--- src/rtl/als_filter.sv ---
// Ambient-light moving-average filter: DEPTH-sample ring buffer, running sum,
// fill tracking and a hysteresis dark indicator, all updated one cycle after a sample.
module als_filter #(
  parameter int unsigned LOG2_DEPTH = 3,
  parameter logic [7:0]  DARK_ON    = 8'd40,
  parameter logic [7:0]  DARK_OFF   = 8'd60
) (
  input  logic       sysclk,
  input  logic       rst,
  input  logic       in_valid,
  input  logic [7:0] in_data,
  input  logic       clear,
  output logic       out_valid,
  output logic [7:0] out_avg,
  output logic       out_primed,
  output logic       out_dark
);

  localparam int unsigned DEPTH = 1 << LOG2_DEPTH;
  localparam int unsigned PTR_W = LOG2_DEPTH;
  localparam int unsigned SUM_W = 8 + LOG2_DEPTH;
  localparam int unsigned CNT_W = LOG2_DEPTH + 1;

  typedef enum logic [1:0] {ST_EMPTY, ST_FILL, ST_RUN} state_t;

  state_t           state;
  logic [7:0]       ring [DEPTH];
  logic [PTR_W-1:0] wr_ptr;
  logic [SUM_W-1:0] sum;
  logic [CNT_W-1:0] fill_cnt;

  logic             accept;
  logic [SUM_W-1:0] new_sum;
  logic [7:0]       new_avg;
  logic             last_fill;
  logic             new_primed;

  // Evicted sample is removed before the new one is added, so the sum never exceeds DEPTH*255.
  always_comb begin
    accept     = in_valid && !clear;
    new_sum    = sum - SUM_W'(ring[wr_ptr]) + SUM_W'(in_data);
    new_avg    = new_sum[SUM_W-1:LOG2_DEPTH];
    last_fill  = (state == ST_FILL) && (fill_cnt == CNT_W'(DEPTH - 1));
    new_primed = out_primed || last_fill;
  end

  always_ff @(posedge sysclk or posedge rst) begin
    if (rst) begin
      state      <= ST_EMPTY;
      for (int unsigned i = 0; i < DEPTH; i++) ring[i] <= '0;
      wr_ptr     <= '0;
      sum        <= '0;
      fill_cnt   <= '0;
      out_valid  <= 1'b0;
      out_avg    <= '0;
      out_primed <= 1'b0;
      out_dark   <= 1'b0;
    end else if (clear) begin
      state      <= ST_EMPTY;
      for (int unsigned i = 0; i < DEPTH; i++) ring[i] <= '0;
      wr_ptr     <= '0;
      sum        <= '0;
      fill_cnt   <= '0;
      out_valid  <= 1'b0;
      out_avg    <= '0;
      out_primed <= 1'b0;
      out_dark   <= 1'b0;
    end else begin
      out_valid <= accept;
      if (accept) begin
        ring[wr_ptr] <= in_data;
        wr_ptr       <= wr_ptr + PTR_W'(1);
        sum          <= new_sum;
        out_avg      <= new_avg;
        out_primed   <= new_primed;
        // Dark flag only moves once the window is full, with hysteresis between thresholds.
        if (new_primed) begin
          if (!out_dark && (new_avg < DARK_ON)) begin
            out_dark <= 1'b1;
          end else if (out_dark && (new_avg > DARK_OFF)) begin
            out_dark <= 1'b0;
          end
        end
        case (state)
          ST_EMPTY: begin
            state    <= ST_FILL;
            fill_cnt <= CNT_W'(1);
          end
          ST_FILL: begin
            fill_cnt <= fill_cnt + CNT_W'(1);
            if (last_fill) state <= ST_RUN;
          end
          ST_RUN:   state <= ST_RUN;
          default:  state <= ST_EMPTY;
        endcase
      end
    end
  end

endmodule

--- config.mk ---
export PLATFORM = sky130hd
export DESIGN_NAME = als_filter
export DESIGN_NICKNAME = d
export VERILOG_FILES = /design/src/rtl/als_filter.sv
export SDC_FILE = /design/constraint.sdc
export NUM_CORES = 1
export LEC_CHECK = 0
export BUFFER_PORTS_ARGS = -buffer_cell sky130_fd_sc_hd__buf_2
export CORE_MARGIN = 2
export CORE_UTILIZATION = 34
export DETAILED_ROUTE_END_ITERATION = 7
export PLACE_DENSITY = 0.52
export SLEW_MARGIN = 20
export SYNTH_ARGS = -nofsm -noshare
export SYNTH_HDL_FRONTEND = slang
export SYNTH_SLANG_ARGS = --single-unit
--- constraint.sdc ---
create_clock -name sysclk -period 6.9 [get_ports sysclk]
set_clock_uncertainty 0.2 [all_clocks]
set_input_delay 0.345 -clock sysclk [delete_from_list [all_inputs] [get_ports sysclk]]
set_output_delay 0.345 -clock sysclk [all_outputs]
set_load 0.02 [all_outputs]
# ---- Yosys cells after proc, flatten, opt, wreduce, memory -nomap -nowiden
# Cells that the tools add are included.
# Widths: inputs -> output; s select.
dict set report op_classes {
  reduce_logical 16
  n_bitwise 1
  n_lt_le_gt_ge 4
  mux 29
  eq_ne 4
  add_sub_neg 4
}
# operator count
set op_table {}
lappend op_table {{$mux 64} 2}
lappend op_table {{$bwmux 64} 1}
lappend op_table {{$mux 8} 5}
lappend op_table {{$bmux 8 s3} 1}
lappend op_table {{$demux 8 s3} 1}
lappend op_table {{$mux 11} 2}
lappend op_table {{$add 11x8->11} 1}
lappend op_table {{$sub 11x8->11} 1}
lappend op_table {{$gt 8x6->1 const B} 1}
lappend op_table {{$lt 8x6->1 const B} 1}
lappend op_table {{$mux 1} 8}
lappend op_table {{$mux 4} 2}
lappend op_table {{$pmux 4 s2} 1}
lappend op_table {{$mux 2} 3}
lappend op_table {{$mux 3} 2}
lappend op_table {{$pmux 2 s3} 1}
lappend op_table {{$reduce_bool 3->1} 2}
lappend op_table {{$logic_and 1x1->1} 5}
lappend op_table {{$add 4x1->4 const B} 1}
lappend op_table {{$eq 4x3->1 const B} 1}
lappend op_table {{$ge 4x4->1 const B} 1}
lappend op_table {{$lt 4x1->1 const B} 1}
lappend op_table {{$not 3->4} 1}
lappend op_table {{$reduce_and 2->1} 2}
lappend op_table {{9 further kinds} 11}
dict set report totals {
  output_inout_bits 11
  input_bits 12
  register_bits 95
  word_cells 74
}

# ---- Depth between registers and ports, before layout
dict set report depth {
  ltp_word 13
  depth_mapped 18
  mapped_depth_nobuf 17
}

# ---- Worst setup path after synthesis
# No wires, ideal clock.
dict set report synth_path {
  path_type {register to register}
  from {register wr_ptr[0]}
  to {register out_dark}
  period_less_slack_ns 3.766
  path_slack_ns 3.134
  arrival_time_ns 3.475
  path_stages_with_launch 15
  t_required_ns 6.608
  path_buffers 3
  setup_time_ns 0.092
  path_cell_list {dfrtp_1 > buf_2 > buf_2 > buf_2 > mux2i_1 > o221ai_1 > fa_1 > inv_1 > ha_1 > a2111o_1 > o211a_1 > a211oi_2 > xnor2_1 > nand2b_1 > o31ai_2}
}
dict set report synth_via {
  elab_chain_len 12
  elab_cells_between_ends 16
  classes_between {add/sub: 2; order compare: 2; mux: 7; bitwise: 1; reduce/logical: 4}
}
# element line
set synth_rtl {}
lappend synth_rtl {{from (decl)} 28} ;# logic [PTR_W-1:0] wr_ptr;
lappend synth_rtl {{from (signal assigned)} 72} ;# wr_ptr <= wr_ptr + PTR_W'(1);
lappend synth_rtl {{$not 3->4 (not written as such) *} 41} ;# new_sum = sum - SUM_W'(ring[wr_ptr]) + SUM_W'(in_data);
lappend synth_rtl {{$bmux 8 s3 *} 41}
lappend synth_rtl {{$mux 8 (not written as such) * (2 in a row)} 41}
lappend synth_rtl {{$sub 11x8->11 *} 41}
lappend synth_rtl {{$add 11x8->11 *} 41}
lappend synth_rtl {{$lt 8x6->1} 78} ;# if (!out_dark && (new_avg < DARK_ON)) begin
lappend synth_rtl {{$logic_and 1x1->1} 78}
lappend synth_rtl {{$mux 1} 78}
lappend synth_rtl {{$mux 1} 77} ;# if (new_primed) begin
lappend synth_rtl {{$mux 1} 70} ;# if (accept) begin
lappend synth_rtl {{$mux 1} 58} ;# end else if (clear) begin
lappend synth_rtl {{to (signal assigned)} 57} ;# out_dark <= 1'b0;
lappend synth_rtl {{to (signal assigned)} 79} ;# out_dark <= 1'b1;
lappend synth_rtl {{to (signal assigned)} 81} ;# out_dark <= 1'b0;
lappend synth_rtl {{to (decl)} 16} ;# output logic out_dark
# Every way passes the cells marked *; elsewhere a longest branch is shown, timed or not. The select of a mux whose other input is x is not followed.
# A chain may end at the register's enable or synchronous reset.

# ---- Worst setup path after layout
dict set report layout_path {
  from {register wr_ptr[1]}
  to {register out_dark}
}
# The elaborated chain is that of the path after synthesis.

==> qor.yml <==
status: "finished, final reports clean"
via_count: 3839
rows: 44
diodes: 0
hpwl_um: 8480
synth_area_um2: 5040
tightest_slew_ns: 1.08
ys_warn_count: 0
layout_commonest_cell: "nand2_1"
drt_pre_antenna_iters: 5
synth.distinct_cells: 54
fin_nets: 591
drc: 0
antenna_found_initial: 0
clk_pin_slew_ns: 0.07
path_max_fanout: 16
slowest_stage: "dfrtp_1"
synth_ff_type: "dfrtp_1"
synth_edf_count: 0
worstPathRequired_ns: 6.93
grt_start_max_net_pins: 88
end_kind: "register"
irDropWorstVdd_mv: 0.113
syn_to_final_growth_pct: 10.9
synthCells: 556
avgRoutedWirePerCell_um: 17.2
hold_violations: 0
maxCapViolations: 0
grt-ovfl-total: 0
num_io_pins: 23
die_width_um: 126
clock_sinks: 87
finalCritPeriodShare_pct: 61.3
wl_um: 12800
clk_path_buf_depth: 2
initial_core_util_pct: 34.7
post_cts_resized: 0
grt_pass1_wl_um: 21200
place_congestion: 0.848
htree_levels: 3
cts_tree: "yes"
power_mw: 1.72
power.leakage_nw: 2.46
cp_data_arrival_time_ns: 4.26
start_kind: "register"
setup_viol: 0
place_ws_ns: 2.71
slew_headroom_pct: 27.9
synth.avg_cell_area_um2: 9.06
clock_latency_ns: 0.34
layout_common_cells: "97 x nand2_1, 87 x dfrtp_1, 63 x nor2_1"
synth-seq-cells: 87
ys_seq_area_share_pct: 43.2
max_freq_mhz: 236
io_buffers: 22
syn_nets: 591
path_cells: "buf_4 -> mux2i_1 -> o21ai_0 -> a221o_1 -> ha_1 -> inv_1 -> ha_1 -> inv_1 -> fa_1 -> nand2b_1 -> a2111o_1 -> o311ai_1 -> o21ai_2 -> o21ai_0 -> o221a_1 -> o31ai_2"
place_area_um2: 5230
viasPerCell: 5.15
core_area_um2: 14500
design_area_um2: 5590
path_class: "register to register"
rsz0062_at_grt: "false"
die_h_um: 126
cp_slowest_stage_delay_ns: 0.70
drt-initial-drc-count: 331
numCtsBuffers: 9
period_needed_ns: 4.23
gr-usage-all-layers_pct: 17.1
root_buffer: "clkbuf_16"
cellPowerDensity_nw_per_um2: 308
finish.utilization_pct: 38.4
first_global_vias: 3930
slew_viol_final: 0
drive_above_1_share_pct: 11.2
setup_tns_ns: 0
dieArea_um2: 15800
async_flop_share_pct: 100
worst_slack_ns: 2.67
ant_nets: 0
hp-class: "primary input to register"
[sequential cells by signal, summed over array words and instances, names as in the netlist]
| signal | flops |
|---|---|
| fill_cnt | 4 |
| out_avg | 8 |
| out_dark | 1 |
| out_primed | 1 |
| out_valid | 1 |
| ring | 64 |
| state | 2 |
| sum | 3 |
| wr_ptr | 3 |
[worst max-delay path, delay by kind of cell, from the launching register on]
family	cells	cell delay (ns)
adders and majority gates	3	0.83
and+or+nand+nor	1	0.21
muxes	1	0.21
AOI/OAI and AO/OA	8	1.51
DFF	1	0.70
buffers and inverters	3	0.45
[final cells by class]
cell class	count	area (um^2)
fillers	1487	8950
multi-input cells	386	2510
flip-flops and latches	87	2180
well taps	184	230
clock buffers	10	229
repair buffers	29	165
inverters	43	163
clock inverters	6	115
[cell families after synthesis]
kind of cell | after synthesis | share of synthesized area, %
XOR/XNOR | 11 | 1.91
buffers and inverters | 83 | 7.03
adder cells (fa/ha/maj) | 23 | 6.90
flip-flops | 87 | 43.2
AND/OR/NAND/NOR | 197 | 16.5
AO/OA/AOI/OAI | 101 | 12.6
multiplexers | 54 | 11.9
[synthesized netlist by cell type, types with 2 or more instances]
| master | count | area share, % |
|---|---|---|
| mux4_2 | 4 | 1.8 |
| nand3_1 | 8 | 0.79 |
| xor2_1 | 6 | 1.0 |
| nand2b_1 | 5 | 0.62 |
| mux2i_1 | 43 | 8.5 |
| nor2b_1 | 6 | 0.74 |
| or2b_1 | 2 | 0.30 |
| o221ai_1 | 3 | 0.52 |
| nand2_1 | 97 | 7.2 |
| nor2_1 | 63 | 4.7 |
| and3_1 | 2 | 0.25 |
| buf_2 | 7 | 0.70 |
| inv_1 | 42 | 3.1 |
| nor3_1 | 3 | 0.30 |
| ha_1 | 15 | 3.7 |
| fa_1 | 8 | 3.2 |
| nor3b_1 | 2 | 0.30 |
| o21a_1 | 2 | 0.30 |
| o21ai_2 | 2 | 0.35 |
| a31oi_1 | 3 | 0.37 |
| mux2_2 | 7 | 1.6 |
| nor2_2 | 2 | 0.25 |
| buf_4 | 9 | 1.3 |
| a2111o_1 | 2 | 0.45 |
| a221oi_1 | 5 | 0.87 |
| a21oi_1 | 53 | 5.3 |
| dfrtp_1 | 87 | 43 |
| buf_1 | 5 | 0.37 |
| xnor2_1 | 5 | 0.87 |
| clkbuf_1 | 19 | 1.4 |
| nand4_1 | 2 | 0.25 |
| o21ai_0 | 13 | 1.3 |
| a22oi_1 | 3 | 0.45 |
[layer usage]
layer	up-vias	wire length (um)	global-route usage [%]
li1	1857	-	-
met4	0	195	6.66
met1	1874	5970	23.6
met2	94	6070	26.5
met3	14	602	3.36
met5	-	0	0
[through the flow]
step                      hold slack, ns  instances
after floorplan                    0.280        556
after global placement             0.275        728
after detailed placement           0.289        728
after CTS                          0.113        745
after global routing               0.124        745
final                              0.134        745
[what timing repair did]
action | in CTS | in global routing
endpoints found under the hold margin | 37 | 0
setup buffers | 0 | 0
hold buffers | 1 | 0
[path summary, 6_finish.rpt]
check                               to        from  cells past startpoint  slack, ns
min in group asynchronous  fill_cnt[1]         rst                      3       0.43
hold / removal                ring[60]  in_data[4]                      3       0.13
setup reg to reg              out_dark   wr_ptr[1]                     16       2.67
hold reg to reg             out_primed  out_primed                      2       0.32
setup / recovery              out_dark   wr_ptr[1]                     16       2.67
max in group asynchronous      ring[1]         rst                      4       4.97
[power breakdown]
group          total [mW]  internal (mW)  switching [mW]
combinational       0.587          0.235           0.352
clock               0.568          0.357           0.212
sequential          0.567          0.541          0.0261
Power figures use the tool's default switching activity.
